[config.mk]
export PLATFORM = sky130hd
export DESIGN_NAME = decoder3_8_rr_scheduler
export DESIGN_NICKNAME = d
export VERILOG_FILES = /design/src/rtl/decoder_sched_pkg.sv /design/src/rtl/decoder3_8_rr_scheduler_rr_pick8.sv /design/src/rtl/decoder3_8_rr_scheduler.sv
export SDC_FILE = /design/constraint.sdc
export NUM_CORES = 1
export LEC_CHECK = 0
export CORE_ASPECT_RATIO = 0.75
export CORE_MARGIN = 4
export CORE_UTILIZATION = 35
export DETAILED_ROUTE_END_ITERATION = 8
export GPL_ROUTABILITY_DRIVEN = 1
export PLACE_DENSITY = 0.53
export SLEW_MARGIN = 20
export SYNTH_ARGS = -nofsm -noshare
export SYNTH_HDL_FRONTEND = slang
export SYNTH_HIERARCHICAL = 1
export SYNTH_SLANG_ARGS = --single-unit
export TNS_END_PERCENT = 20
[constraint.sdc]
create_clock -name clk -period 7.3 [get_ports clk]
set_clock_uncertainty 0.05 [all_clocks]
set_input_delay 1.46 -clock clk [delete_from_list [all_inputs] [get_ports clk]]
set_output_delay 1.46 -clock clk [all_outputs]
set_load 0.005 [all_outputs]
[src/rtl/decoder_sched_pkg.sv]
// Shared types and helpers for the 3:8 decoder round-robin scheduler.
// Build option: GUARD_CYCLE_EN inserts one idle (GUARD) cycle between grants.
package decoder_sched_pkg;

    localparam int unsigned N_REQ = 8;
    localparam int unsigned IDX_W = 3;

    // Scheduler states; GUARD is only reachable when GUARD_CYCLE_EN is defined.
    typedef enum logic [1:0] {
        IDLE  = 2'd0,
        GRANT = 2'd1,
        GUARD = 2'd2
    } state_t;

    // Round-robin successor of a decoder line index, wrapping 7 -> 0.
    function automatic logic [IDX_W-1:0] next_idx(input logic [IDX_W-1:0] idx);
        return idx + IDX_W'(1);
    endfunction

endpackage

[src/rtl/decoder3_8_rr_scheduler_rr_pick8.sv]
// Combinational round-robin picker: first set request at or after ptr, mod 8.
module rr_pick8
    import decoder_sched_pkg::*;
(
    input  logic [N_REQ-1:0] req,
    input  logic [IDX_W-1:0] ptr,
    output logic             any,
    output logic [IDX_W-1:0] idx
);

    localparam int unsigned DBL_W = 2 * N_REQ;

    logic [DBL_W-1:0] dbl;
    logic [N_REQ-1:0] rot;
    logic [IDX_W-1:0] off;

    // Rotate so that the pointer position lands on bit 0.
    always_comb begin
        dbl = {req, req} >> ptr;
        rot = dbl[N_REQ-1:0];
    end

    // Priority-encode the rotated vector; lowest set bit wins.
    always_comb begin
        off = '0;
        for (int i = N_REQ - 1; i >= 0; i--) begin
            if (rot[i]) begin
                off = IDX_W'(i);
            end
        end
    end

    // Un-rotate the offset back to an absolute line index.
    always_comb begin
        any = |req;
        idx = ptr + off;
    end

endmodule

[src/rtl/decoder3_8_rr_scheduler.sv]
// Round-robin scheduler driving a 3:8 decoder's en/A/B/C inputs.
// Holds each winner's select for a programmable dwell; early release when the
// owner drops its request. Define GUARD_CYCLE_EN for a one-cycle break between grants.
module decoder3_8_rr_scheduler
    import decoder_sched_pkg::*;
#(
    parameter int unsigned DWELL_W = 4,
    parameter int unsigned N_REQ   = 8
) (
    input  logic               clk,
    input  logic               rst_n,
    input  logic [N_REQ-1:0]   req,
    input  logic [DWELL_W-1:0] dwell,
    output logic               en,
    output logic               A,
    output logic               B,
    output logic               C,
    output logic               gnt_valid,
    output logic [IDX_W-1:0]   gnt_idx,
    output logic               busy
);

    state_t             state_q, state_n;
    logic [IDX_W-1:0]   ptr_q, ptr_n;
    logic [DWELL_W-1:0] cnt_q, cnt_n;
    logic [IDX_W-1:0]   idx_q, idx_n;
    logic               en_q, en_n;
    logic               busy_q, busy_n;

    logic               grant_end_c;
    logic [IDX_W-1:0]   arb_ptr_c;
    logic [DWELL_W-1:0] load_c;
    logic               pick_any;
    logic [IDX_W-1:0]   pick_idx;

    // A grant ends on counter expiry or when its owner stops requesting.
    assign grant_end_c = (state_q == GRANT) && ((cnt_q == '0) || !req[idx_q]);

    // While granting, arbitrate from the pointer the grant end would produce.
    assign arb_ptr_c = (state_q == GRANT) ? next_idx(idx_q) : ptr_q;

    // Dwell of zero behaves as one cycle.
    assign load_c = (dwell == '0) ? '0 : dwell - DWELL_W'(1);

    rr_pick8 u_pick (
        .req (req),
        .ptr (arb_ptr_c),
        .any (pick_any),
        .idx (pick_idx)
    );

    // State and output registers; reset drops en without needing a clock.
    always_ff @(posedge clk or negedge rst_n) begin
        if (!rst_n) begin
            state_q <= IDLE;
            ptr_q   <= '0;
            cnt_q   <= '0;
            idx_q   <= '0;
            en_q    <= 1'b0;
            busy_q  <= 1'b0;
        end else begin
            state_q <= state_n;
            ptr_q   <= ptr_n;
            cnt_q   <= cnt_n;
            idx_q   <= idx_n;
            en_q    <= en_n;
            busy_q  <= busy_n;
        end
    end

    // Next-state and next-output logic.
    always_comb begin
        state_n = state_q;
        ptr_n   = ptr_q;
        cnt_n   = cnt_q;
        idx_n   = idx_q;
        en_n    = en_q;
        busy_n  = busy_q;

        case (state_q)
            IDLE: begin
                if (pick_any) begin
                    state_n = GRANT;
                    idx_n   = pick_idx;
                    cnt_n   = load_c;
                    en_n    = 1'b1;
                    busy_n  = 1'b1;
                end else begin
                    en_n    = 1'b0;
                    busy_n  = 1'b0;
                end
            end

            GRANT: begin
                if (grant_end_c) begin
                    ptr_n = arb_ptr_c;
`ifdef GUARD_CYCLE_EN
                    state_n = GUARD;
                    en_n    = 1'b0;
                    busy_n  = 1'b1;
`else
                    if (pick_any) begin
                        state_n = GRANT;
                        idx_n   = pick_idx;
                        cnt_n   = load_c;
                        en_n    = 1'b1;
                        busy_n  = 1'b1;
                    end else begin
                        state_n = IDLE;
                        en_n    = 1'b0;
                        busy_n  = 1'b0;
                    end
`endif
                end else begin
                    cnt_n = cnt_q - DWELL_W'(1);
                    en_n  = 1'b1;
                end
            end

`ifdef GUARD_CYCLE_EN
            GUARD: begin
                if (pick_any) begin
                    state_n = GRANT;
                    idx_n   = pick_idx;
                    cnt_n   = load_c;
                    en_n    = 1'b1;
                    busy_n  = 1'b1;
                end else begin
                    state_n = IDLE;
                    en_n    = 1'b0;
                    busy_n  = 1'b0;
                end
            end
`endif

            default: begin
                state_n = IDLE;
                en_n    = 1'b0;
                busy_n  = 1'b0;
            end
        endcase
    end

    // Decoder-facing outputs; select holds its last value while en is low.
    assign en        = en_q;
    assign gnt_valid = en_q;
    assign gnt_idx   = idx_q;
    assign A         = idx_q[2];
    assign B         = idx_q[1];
    assign C         = idx_q[0];
    assign busy      = busy_q;

endmodule

# Yosys cells after proc, flatten, opt, wreduce, memory -nomap -nowiden
# Index checks and enable logic that the tools add are counted.
[totals]
output_inout_bits = 9
reg_bits = 14
wordCells = 53
in_bits = 14
[op_classes]
n_reduce_logical = 11
magnitude_cmp = 1
n_shift = 1
n_mux = 27
n_addsub = 4
eq_ne = 3
[op_table]
columns = ["operator", "count"]
rows = [
  ["$mux 3", 11],
  ["$shr 16x3->8", 1],
  ["$mux 4", 3],
  ["$logic_not 4->1", 2],
  ["$pmux 4 s2", 1],
  ["$reduce_or 8->1", 1],
  ["$sub 4x1->4 const B", 2],
  ["$pmux 3 s2", 1],
  ["$reduce_and 2->1", 3],
  ["$mux 1", 5],
  ["$lt 3x4->1 const B", 1],
  ["$mux 2", 2],
  ["$ne 2x2->1 const B", 2],
  ["$pmux 1 s2", 2],
  ["$pmux 2 s2", 1],
  ["$add 3x1->3 const B", 1],
  ["$add 3x3->3", 1],
  ["$bmux 1 s3", 1],
  ["$eq 2x1->1 const B", 1],
  ["$logic_not 2->1", 1],
  ["$reduce_bool 2->1", 1],
  ["$logic_and 1x1->1", 1],
  ["$logic_not 1->1", 1],
  ["$logic_or 1x1->1", 1],
]

# Depth between registers and ports, before layout
[logic_depth]
depth_word = 15
depth_mapped = 15
mapped_depth_nobuf = 14

# By module
# The synthesis kept the hierarchy.
[modules_own_cells]
columns = ["mod", "cells_each", "seq_area_each_um2", "instances", "area_per_inst_um2"]
rows = [
  ["decoder3_8_rr_scheduler", 83, 325.3, 1, 827.0],
  ["rr_pick8", 50, 0.0, 1, 519.2],
]

# Worst setup path before layout
# Ideal clock, no wire load.
[synth_path]
kind = "input to register"
start = "in req[7]"
end = "reg idx_q[2], in the netlist gnt_idx[2]"
setup_time_ns = 0.125
path_buffers = 0
t_required_ns = 7.125
setup_slack_ns = 3.361
arrival_time_ns = 3.764
cell_stages = 11
cell_sequence = "mux4_1 > mux2i_1 > o311ai_0 > a21bo_2 > a31oi_1 > ha_1 > inv_1 > fa_1 > xnor2_1 > xnor2_1 > mux2_4"
[synth_between]
elab_chain_cells = 13
elab_cells_between_ends = 21
cone_classes = "add/sub (1); eq/ne (1); shift (1); mux (13); reduce/logical (5)"
[synth_lines]
columns = ["element", "line_no", "text"]
rows = [
  ["start: declaration", "decoder3_8_rr_scheduler.sv:12", "input logic [N_REQ-1:0] req,"],
  ["$shr 16x3->8 (*)", "decoder3_8_rr_scheduler_rr_pick8.sv:19", "dbl = {req, req} >> ptr;"],
  ["$mux 3 (7 in a row)", "decoder3_8_rr_scheduler_rr_pick8.sv:27", "if (rot[i]) begin"],
  ["$mux 3 (*)", "decoder3_8_rr_scheduler_rr_pick8.sv:27", ""],
  ["$add 3x3->3 (*)", "decoder3_8_rr_scheduler_rr_pick8.sv:36", "idx = ptr + off;"],
  ["net pick_idx[2]", "decoder3_8_rr_scheduler.sv:34", "logic [IDX_W-1:0] pick_idx;"],
  ["$mux 3 (*)", "decoder3_8_rr_scheduler.sv:82, decoder3_8_rr_scheduler.sv:102", ""],
  ["$mux 3", "decoder3_8_rr_scheduler.sv:95", "if (grant_end_c) begin"],
  ["$pmux 3 s2 (*)", "decoder3_8_rr_scheduler.sv:80", "case (state_q)"],
  ["end signal: assignment", "decoder3_8_rr_scheduler.sv:65", "idx_q <= idx_n;"],
  ["end: declaration", "decoder3_8_rr_scheduler.sv:26", "logic [IDX_W-1:0] idx_q, idx_n;"],
]
# The timed path passes the listed nets; every way through them passes the cells marked *. The select of a mux whose other input is x is not followed.
# A chain may end at the register's enable or synchronous reset.

# Worst setup path in the final report
[layout_path]
start = "in req[6]"
end = "reg idx_q[2], in the netlist gnt_idx[2]"
# Same word-level chain as after synthesis.

==> flow_summary.json <==
{
  "status": "finished, final reports clean",
  "hold_class": "flop to flop",
  "antenna_found_initial": 0,
  "via_count": 1111,
  "required_ps": 7380,
  "synth_nets": 151,
  "core.rowCount": 19,
  "grt_util_all_layers_pct": 12.70,
  "clk_pin_slew_ps": 50,
  "synth_edf_count": 0,
  "cts_root_buf": "clkbuf_8",
  "setup_tns_ps": 0,
  "worstRegToRegCells": 14,
  "pwr-share-comb_pct": 77.1,
  "core_mm2": 0.003685,
  "yosysSeqAreaShare_pct": 24.16,
  "worstSkewPairLatency_ps": 250,
  "cts_resized": 0,
  "syn_area_per_cell_um2": 10.12,
  "drtIter0Drc": 72,
  "ant_nets": 0,
  "tritoncts": "built",
  "yosysMostFrequentCell": "dfrtp_1",
  "cp-end-kind": "flop",
  "cts-buffers-inserted": 3,
  "seq_power_share_pct": 16.0,
  "pin_count": 23,
  "cap_violations": 0,
  "min_from": "ptr_q[1]$_DFFE_PN0P_",
  "grt-ovfl-total": 0,
  "powerDensity_mw_per_mm2": 574.7,
  "synth_area_mm2": 0.001346,
  "worstPathArrival_ps": 4600,
  "synth_area_leader_cell": "dfrtp_1",
  "numPortBuffers": 22,
  "post_cts_buffers": 0,
  "synth-seq-cells": 13,
  "syn_inst": 133,
  "postLayoutCoreUtil_pct": 43.74,
  "yosys_warnings": 6,
  "place_area_mm2": 0.001565,
  "drt-total-wl_um": 2938,
  "worst_pin_slew_ps": 916.7,
  "drc": 0,
  "cts_sinks": 13,
  "grt_pass1_vias": 970,
  "design_area_mm2": 0.001612,
  "place_congestion": 0.8041,
  "grt_start_max_net_pins": 14,
  "dp_hpwl_um": 2285,
  "hold_end": "ptr_q[1]$_DFFE_PN0P_",
  "crit_fanout": 7,
  "nNetsFinal": 169,
  "swShare_pct": 42.90,
  "rr_endpoint": "gnt_idx[2]$_DFFE_PN0P_",
  "wl_per_cell_um": 14.54,
  "p_int_mw": 0.5288,
  "synth_area_leaders": "dfrtp_1 (24%), mux4_1 (14%), mux2i_1 (8.2%), mux2_4 (4.5%), mux2_2 (4.2%)",
  "rsz0062_at_grt": "false",
  "timing.rr.start": "gnt_idx[0]$_DFFE_PN0P_",
  "postCtsHoldBufs": 0,
  "ys_async_sr_fraction_pct": 100.0,
  "drt_first_pass_iters": 4,
  "ys_types": 44,
  "fin_crit_ps": 4525,
  "timing.fmax_mhz": 221.0,
  "power_mw": 0.9261,
  "htreeDepth": 1,
  "synth_top_cell_area_share_pct": 24.16,
  "finalCritPeriodShare_pct": 61.99,
  "antenna_cells": 0,
  "p_leak_nw": 0.6852,
  "grt_first_pass_wirelength_um": 4747,
  "ys_top_cells_by_count": "dfrtp_1 (13), mux2i_1 (11), nand2_1 (11)",
  "hold-path-cell-count": 1,
  "vdd_drop_max_uv": 168.7,
  "hold_violations": 0,
  "critPathKind": "input port to flop",
  "fp.dieArea_mm2": 0.004913,
  "areaGrowthSynthToFinish_pct": 19.70,
  "slew_headroom_pct": 38.89,
  "setup_viol": 0,
  "drive_gt1_share_pct": 14.67,
  "slew_viol_final": 0,
  "p_clk_share_pct": 6.9,
  "vias_per_cell": 5.500,
  "cts_buffer_depth": 2,
  "power_switching_mw": 0.3973,
  "synth_ff_type": "dfrtp_1",
  "start_util_pct": 36.54,
  "critPathLaunchType": "input port",
  "fp.dieH_um": 61.71,
  "r2r_slack_ps": 3060,
  "die_w_um": 79.62
}
[metrics by stage]
stage | hold WS [ps] | setup WS, ps | cells
final | 464.4 | 2775 | 202
after global routing | 497.1 | 2645 | 202
after CTS | 474.2 | 2791 | 202
after detailed placement | 457.4 | 2548 | 198
after global placement | 440.0 | 2667 | 198
after floorplan | 425.3 | 3361 | 133
[registers in the layout, summed over array words and instances, names as in the netlist]
signal and flops:
gnt_idx 3, ptr_q 3, busy 1, en 1, cnt_q 4, state_q 1
[cell families (layout without fill, tap and decap cells)]
group	after synthesis	in the layout	share of synthesized area (%)
AOI/OAI and AO/OA	31	31	17.29
xor gates and xnor gates	4	4	2.603
adders and majority gates	4	4	4.275
buffers and inverters	20	37	8.272
DFF	13	13	24.16
muxes	27	27	30.48
and+or+nand+nor	34	34	12.92
[metal layers]
| layer | up-vias | wire [um] | track usage (%) |
|---|---|---|---|
| met5 | - | 0 | 0 |
| met4 | 0 | 26 | 3.676 |
| met3 | 4 | 170 | 2.738 |
| met2 | 39 | 1257 | 18.43 |
| met1 | 540 | 1484 | 19.03 |
| li1 | 528 | - | - |
[power by group through the flow]
stage | clock [mW] | sequential (mW) | combinational, mW
after detailed placement | 0 | 0.150 | 0.713
after floorplan | 0 | 0.136 | 0.608
after CTS | 0.0670 | 0.148 | 0.717
after global routing | 0.0692 | 0.154 | 0.796
final | 0.0639 | 0.148 | 0.714
after global placement | 0 | 0.148 | 0.707
[worst max-delay path, stage by stage]
cell and delay, ps:
clkdlybuf4s50_1 520, mux4_1 560, mux2i_1 260, o311ai_0 210, a21bo_2 250, a31oi_1 190
ha_1 170, inv_1 50, fa_1 370, xnor2_1 140, xnor2_1 160, mux2_4 260
[area by class of cell]
| class | instances | area (um2) |
|---|---|---|
| fill | 365 | 2073 |
| multi-input combinational | 100 | 909.6 |
| sequential | 13 | 325.3 |
| timing repair buffer | 23 | 227.7 |
| tap | 52 | 65.06 |
| clock buffer | 3 | 41.29 |
| inverter | 10 | 37.54 |
| clock inverter | 1 | 5.005 |
[cells in the final DEF (no fill, tap or decap), types with 2 or more instances in the layout]
cell type,n
clkdlybuf4s50_1,22
o21ai_1,2
clkbuf_8,3
o21ai_0,4
ha_1,3
mux2i_1,11
nand2b_1,4
or2_2,2
inv_1,10
nor4_1,2
mux2_4,4
a21oi_1,7
nor3_1,4
dfrtp_1,13
a31oi_1,2
mux4_1,7
nor2_1,5
xnor2_1,3
nand2_1,11
o211ai_1,3
mux2_2,5
[worst max path at each step]
stage	slack [ps]	startpoint	endpoint
global placement	2670	req[2]	gnt_idx[2]$_DFFE_PN0P_
finish	2770	req[6]	gnt_idx[2]$_DFFE_PN0P_
floorplan	3360	req[7]	gnt_idx[2]$_DFFE_PN0P_
CTS	2790	req[4]	gnt_idx[2]$_DFFE_PN0P_
detailed placement	2550	req[4]	gnt_idx[2]$_DFFE_PN0P_
global route	2650	req[6]	gnt_idx[2]$_DFFE_PN0P_
No activity file was read; power rests on OpenSTA's default activity.
